==> config.mk <==
export PLATFORM = sky130hd
export DESIGN_NAME = i2c_cmd_fifo
export DESIGN_NICKNAME = d
export VERILOG_FILES = /design/src/rtl/i2c_pkg.sv /design/src/rtl/i2c_fifo_ram.sv /design/src/rtl/i2c_cmd_fifo.sv
export SDC_FILE = /design/constraint.sdc
export NUM_CORES = 1
export LEC_CHECK = 0
export CAP_MARGIN = 20
export CELL_PAD_IN_SITES_DETAIL_PLACEMENT = 1
export CELL_PAD_IN_SITES_GLOBAL_PLACEMENT = 2
export CORE_ASPECT_RATIO = 1.25
export CORE_UTILIZATION = 40
export DETAILED_ROUTE_END_ITERATION = 8
export PLACE_DENSITY = 0.72
export SYNTH_ARGS = -nofsm -noshare
export SYNTH_HDL_FRONTEND = slang
export SYNTH_HIERARCHICAL = 1
export SYNTH_SLANG_ARGS = --single-unit
==> constraint.sdc <==
create_clock -name i2c_clock_in -period 2.91 [get_ports i2c_clock_in]
set_input_delay 0.7275 -clock i2c_clock_in [delete_from_list [all_inputs] [get_ports i2c_clock_in]]
set_output_delay 0.7275 -clock i2c_clock_in [all_outputs]
set_load 0.03 [all_outputs]
==> src/rtl/i2c_pkg.sv <==
// Shared definitions for the I2C command FIFO: entry layout, issue-state encodings
// and the default queue depth.
package i2c_pkg;

  localparam int ENTRY_W       = 16;
  localparam int RW_BIT        = 15;
  localparam int ADDR_HI       = 14;
  localparam int ADDR_LO       = 8;
  localparam int DATA_HI       = 7;
  localparam int DATA_LO       = 0;
  localparam int DEFAULT_DEPTH = 8;

  typedef enum logic [1:0] {
    ISS_IDLE = 2'b00,
    ISS_REQ  = 2'b01,
    ISS_BUSY = 2'b10
  } iss_state_e;

  function automatic logic [ENTRY_W-1:0] pack_entry(input logic       rw,
                                                    input logic [6:0] addr,
                                                    input logic [7:0] data);
    return {rw, addr, data};
  endfunction

endpackage

==> src/rtl/i2c_fifo_ram.sv <==
// Command storage: DEPTH x 16-bit register array, one synchronous write port and
// one asynchronous read port.
module i2c_fifo_ram
  import i2c_pkg::*;
#(
  parameter int  DEPTH = DEFAULT_DEPTH,
  localparam int PTR_W = $clog2(DEPTH)
) (
  input  logic               i_clk,
  input  logic               i_rst_n,
  input  logic               i_wr_en,
  input  logic [PTR_W-1:0]   i_wr_addr,
  input  logic [ENTRY_W-1:0] i_wr_data,
  input  logic [PTR_W-1:0]   i_rd_addr,
  output logic [ENTRY_W-1:0] o_rd_data
);

  logic [ENTRY_W-1:0] r_mem [DEPTH];

  // Entry write port; contents cleared on reset so no stale command can leak out
  always_ff @(posedge i_clk or negedge i_rst_n) begin
    if (!i_rst_n) begin
      for (int i = 0; i < DEPTH; i++) begin
        r_mem[i] <= {ENTRY_W{1'b0}};
      end
    end else if (i_wr_en) begin
      r_mem[i_wr_addr] <= i_wr_data;
    end
  end

  assign o_rd_data = r_mem[i_rd_addr];

endmodule

==> src/rtl/i2c_cmd_fifo.sv <==
// Command queue and issue controller in front of the I2C master FSM.
// Optional sticky overflow flag is built when I2C_CMD_FIFO_OVF_EN is defined.
module i2c_cmd_fifo
  import i2c_pkg::*;
#(
  parameter int  DEPTH = DEFAULT_DEPTH,
  localparam int PTR_W = $clog2(DEPTH)
) (
  input  logic             i2c_clock_in,
  input  logic             i2c_reset_n_in,
  input  logic             wr_en,
  input  logic             wr_rw,
  input  logic [6:0]       wr_addr,
  input  logic [7:0]       wr_data,
  input  logic             ovf_clr,
  input  logic             fsm_ready,
  output logic             enable,
  output logic             rw_bit,
  output logic [6:0]       fifo_to_fsm_addr_out,
  output logic [7:0]       fifo_to_fsm_data_out,
  output logic             full,
  output logic             empty,
  output logic [PTR_W:0]   level,
  output logic             overflow
);

  localparam int               LVL_W    = PTR_W + 1;
  localparam logic [LVL_W-1:0] LVL_MAX  = LVL_W'(DEPTH);
  localparam logic [LVL_W-1:0] LVL_ZERO = LVL_W'(0);
  localparam logic [LVL_W-1:0] LVL_ONE  = LVL_W'(1);
  localparam logic [PTR_W-1:0] PTR_ZERO = PTR_W'(0);
  localparam logic [PTR_W-1:0] PTR_ONE  = PTR_W'(1);

  logic [PTR_W-1:0]   r_wr_ptr;
  logic [PTR_W-1:0]   r_rd_ptr;
  logic [LVL_W-1:0]   r_level;
  logic [LVL_W-1:0]   w_level_nxt;
  logic               r_full;
  logic               r_empty;
  logic               r_overflow;
  iss_state_e         r_state;
  iss_state_e         w_state_nxt;
  logic               r_enable;
  logic               w_enable_nxt;
  logic               w_load;
  logic               w_pop;
  logic               w_push;
  logic               r_rw;
  logic [6:0]         r_addr;
  logic [7:0]         r_data;
  logic [ENTRY_W-1:0] w_wr_entry;
  logic [ENTRY_W-1:0] w_head;

  // A push is judged against the registered full flag, so a pop on the same edge cannot rescue it
  assign w_push     = wr_en && !r_full;
  assign w_wr_entry = pack_entry(wr_rw, wr_addr, wr_data);

  i2c_fifo_ram #(.DEPTH(DEPTH)) u_ram (
    .i_clk     (i2c_clock_in),
    .i_rst_n   (i2c_reset_n_in),
    .i_wr_en   (w_push),
    .i_wr_addr (r_wr_ptr),
    .i_wr_data (w_wr_entry),
    .i_rd_addr (r_rd_ptr),
    .o_rd_data (w_head)
  );

  // Occupancy update for push/pop combinations
  always_comb begin
    w_level_nxt = r_level;
    if (w_push && !w_pop) begin
      w_level_nxt = r_level + LVL_ONE;
    end else if (!w_push && w_pop) begin
      w_level_nxt = r_level - LVL_ONE;
    end else begin
      w_level_nxt = r_level;
    end
  end

  // Pointers, occupancy and the registered full/empty flags
  always_ff @(posedge i2c_clock_in or negedge i2c_reset_n_in) begin
    if (!i2c_reset_n_in) begin
      r_wr_ptr <= PTR_ZERO;
      r_rd_ptr <= PTR_ZERO;
      r_level  <= LVL_ZERO;
      r_full   <= 1'b0;
      r_empty  <= 1'b1;
    end else begin
      if (w_push) r_wr_ptr <= r_wr_ptr + PTR_ONE;
      if (w_pop)  r_rd_ptr <= r_rd_ptr + PTR_ONE;
      r_level <= w_level_nxt;
      r_full  <= (w_level_nxt == LVL_MAX);
      r_empty <= (w_level_nxt == LVL_ZERO);
    end
  end

  // Issue FSM: the head is popped only once the master has visibly left idle
  always_comb begin
    w_state_nxt  = r_state;
    w_enable_nxt = r_enable;
    w_load       = 1'b0;
    w_pop        = 1'b0;
    case (r_state)
      ISS_IDLE: begin
        if (!r_empty && fsm_ready) begin
          w_state_nxt  = ISS_REQ;
          w_enable_nxt = 1'b1;
          w_load       = 1'b1;
        end else begin
          w_enable_nxt = 1'b0;
        end
      end
      ISS_REQ: begin
        if (!fsm_ready) begin
          w_state_nxt  = ISS_BUSY;
          w_enable_nxt = 1'b0;
          w_pop        = 1'b1;
        end else begin
          w_enable_nxt = 1'b1;
        end
      end
      ISS_BUSY: begin
        w_enable_nxt = 1'b0;
        if (fsm_ready) begin
          w_state_nxt = ISS_IDLE;
        end else begin
          w_state_nxt = ISS_BUSY;
        end
      end
      default: begin
        w_state_nxt  = ISS_IDLE;
        w_enable_nxt = 1'b0;
      end
    endcase
  end

  // Issue state and command output registers
  always_ff @(posedge i2c_clock_in or negedge i2c_reset_n_in) begin
    if (!i2c_reset_n_in) begin
      r_state  <= ISS_IDLE;
      r_enable <= 1'b0;
      r_rw     <= 1'b0;
      r_addr   <= 7'h00;
      r_data   <= 8'h00;
    end else begin
      r_state  <= w_state_nxt;
      r_enable <= w_enable_nxt;
      if (w_load) begin
        r_rw   <= w_head[RW_BIT];
        r_addr <= w_head[ADDR_HI:ADDR_LO];
        r_data <= w_head[DATA_HI:DATA_LO];
      end
    end
  end

`ifdef I2C_CMD_FIFO_OVF_EN
  // Sticky overflow: a dropped push beats a simultaneous clear
  always_ff @(posedge i2c_clock_in or negedge i2c_reset_n_in) begin
    if (!i2c_reset_n_in) begin
      r_overflow <= 1'b0;
    end else if (wr_en && r_full) begin
      r_overflow <= 1'b1;
    end else if (ovf_clr) begin
      r_overflow <= 1'b0;
    end
  end
`else
  // Feature disabled: the flag never leaves its reset value of 0
  always_ff @(posedge i2c_clock_in or negedge i2c_reset_n_in) begin
    if (!i2c_reset_n_in) begin
      r_overflow <= 1'b0;
    end else begin
      r_overflow <= r_overflow & ~ovf_clr;
    end
  end
`endif

  assign enable               = r_enable;
  assign rw_bit               = r_rw;
  assign fifo_to_fsm_addr_out = r_addr;
  assign fifo_to_fsm_data_out = r_data;
  assign full                 = r_full;
  assign empty                = r_empty;
  assign level                = r_level;
  assign overflow             = r_overflow;

endmodule
==> metrics.yaml <==
setup_viol: 0
ys_seq_area_share_pct: 54.7
synth_fp_nets: 469
final_cells: 741
path_buf_inv: 1
dp_cells: 710
worstPathRequired_ns: 2.18
clk_latency_ns: 0.42
yosysMostFrequentCell: "mux2_2"
cts_root_buf: "clkbuf_16"
ys_ff_latch: 160
cellPowerDensity_nw_per_um2: 1180
path_clk_slew_ns: 0.06
end_kind: "output pin"
die_h_um: 153
antenna_found_initial: 0
coreArea_um2: 17700
drt-total-wl_um: 15800
slowest_stage: "clkdlybuf4s50_1"
hp-class: "input port to async pin"
synthFlopType: "dfrtp_1"
worst-setup-path-type: "flip-flop to output pin"
cts_htree_levels: 4
cts_buffers: 17
drive_gt1_share_pct: 45.3
grt_first_pass_wirelength_um: 25800
place.port_buffers: 44
holdWs_ns: 0.234
grt_max_degree: 56
slew_violations: 0
synth_area_per_cell_um2: 16.5
die_width_um: 123
syn_to_final_growth_pct: 19.0
synth_xor_area_share_pct: 0.837
startpoint_type: "flip-flop"
cts_hold_buf: 0
rsz0062_at_grt: "false"
fp-row-count: 54
dieArea_um2: 18900
routed-via-count: 4068
netlist.area_leader.share_pct: 54.3
synth_adder_area_share_pct: 0.683
synthArstFlopShare_pct: 100
power_mw: 10.2
cp_max_fo: 4
hpwl_um: 9910
wl_per_cell_um: 21.3
status: "finished, final reports clean"
synth_top_cell_by_area: "dfrtp_1"
post-cts-setup-buffers: 0
post_cts_resized: 0
fin_nets: 530
grt_pass1_vias: 4578
detail-route-antenna-nets: 0
synth_area_leaders: "dfrtp_1, mux2_2, mux4_1"
synth_compound_area_share_pct: 1.09
finalCritPeriodShare_pct: 81.7
synth-simple-area-share_pct: 4.08
start_util_pct: 41.4
cap_violations: 0
cts_buffer_depth: 2
slew_headroom_pct: 66.7
p_leak_nw: 3.75
skew_ns: 0.00591
tightest_slew_ns: 0.499
drt-vias-per-instance: 5.49
syn_area_um2: 7320
vdd_ir_drop_max_uv: 439
cts_tree: "yes"
synth_top_family_by_area: "multiplexers"
tns_ns: 0
utilization_pct: 49.2
gp_congestion: 0.731
grtUsageTotal_pct: 18.5
synthMuxAreaShare_pct: 35.9
first_iter_violations: 135
synthCells: 444
crit_chain: "clkdlybuf4s50_1"
fin_crit_ns: 2.38
synth_commonest_cells: "mux2_2, dfrtp_1, mux4_1, nand2_1, buf_2"
finalHoldViolCount: 0
cts_num_sinks: 160
worst_ep_arrival_time_ns: 1.65
synth_edf_count: 0
ys_warn_count: 6
drc: 0
ys_types: 42
max_stage_delay_ns: 0.67
firstDrtPassIters: 4
grt_overflow_total: 0
fmax_mhz: 420
ioPinCount: 45
worst_path_dominant_cell_family: "buffers and inverters"
antenna_cells: 0
-- sequential cells by signal (all words and copies together), names as in the netlist --
register and cells:
r_rd_ptr 3, fifo_to_fsm_data_out 8, empty 1, fifo_to_fsm_addr_out 7, enable 1, full 1, r_state 2, level 4
rw_bit 1, u_ram/r_mem 128, overflow 1, r_wr_ptr 3
-- worst register-to-register path: stages (launching register included) --
cell and delay, ns:
dfrtp_1 0.34, buf_4 0.41, mux4_1 0.65, mux2_2 0.29, mux2_2 0.27
-- stage by stage --
stage	setup WS [ns]	area (um2)
4_1_cts	0.504	8720
3_5_place_dp	0.156	8140
3_3_place_gp	0.207	8140
6_report	0.531	8720
2_1_floorplan	0.649	7320
5_1_grt	0.474	8720
-- metal layers --
layer	track usage, %	up-vias	wire length [um]
met2	31.5	49	8190
met5	0	-	0
met1	23.5	2211	6980
met4	5.34	0	176
li1	-	1792	-
met3	3.58	16	412
-- logic make-up (layout without fill, tap and decap cells) --
group,count (synthesis),count (layout)
and+or+nand+nor,39,39
muxes,192,192
xor gates and xnor gates,7,7
adders and majority gates,4,4
buffers and inverters,31,104
AOI/OAI and AO/OA,11,11
DFF,160,160
-- power breakdown --
group | internal (mW) | switching, mW | total [mW]
sequential | 3.34 | 0.666 | 4.00
clock | 1.34 | 0.842 | 2.19
combinational | 2.42 | 1.64 | 4.06
total | 7.10 | 3.15 | 10.2
-- placed cells by master, fill, tap and decap left out, types with 2 or more instances in the layout --
master           count
clkinv_2             4
clkbuf_16           17
clkbuf_8             4
clkbuf_1             4
buf_12               5
ha_1                 4
mux4_2               4
a221oi_1             2
nand4b_2             3
xnor2_1              7
a21oi_1              3
nand2b_1             2
buf_4               20
nor3_1               3
o21ai_0              2
clkdlybuf4s50_1     43
nor2_1               5
dfrtp_1            159
nor4bb_4             2
nand2_1             10
inv_1                3
mux2_2             160
bufinv_16            2
mux4_1              28
-- final timing paths --
path / slack (ns) / start / cells past startpoint / to
setup / recovery: 0.53 / empty$_DFF_PN1_ / 1 / empty
hold / removal: 0.23 / i2c_reset_n_in / 1 / u_ram/r_mem[23]$_DFFE_PN0P_
setup reg to reg: 0.83 / r_rd_ptr[0]$_DFFE_PN0P_ / 4 / fifo_to_fsm_data_out[2]$_DFFE_PN0P_
hold reg to reg: 0.50 / u_ram/r_mem[116]$_DFFE_PN0P_ / 1 / u_ram/r_mem[116]$_DFFE_PN0P_
max in group asynchronous: 1.83 / i2c_reset_n_in / 2 / empty$_DFF_PN1_
min in group i2c_clock_in: 0.50 / u_ram/r_mem[116]$_DFFE_PN0P_ / 1 / u_ram/r_mem[116]$_DFFE_PN0P_
-- final cells by class --
cell class | count | area [um2]
multi-input combinational | 253 | 3150
sequential | 160 | 4010
clock inverter | 6 | 80.1
fill | 1699 | 8990
clock buffer | 25 | 495
inverter | 4 | 15.0
timing repair buffer | 69 | 692
tap | 224 | 280
Note: power is estimated with default switching activity, not from simulation.
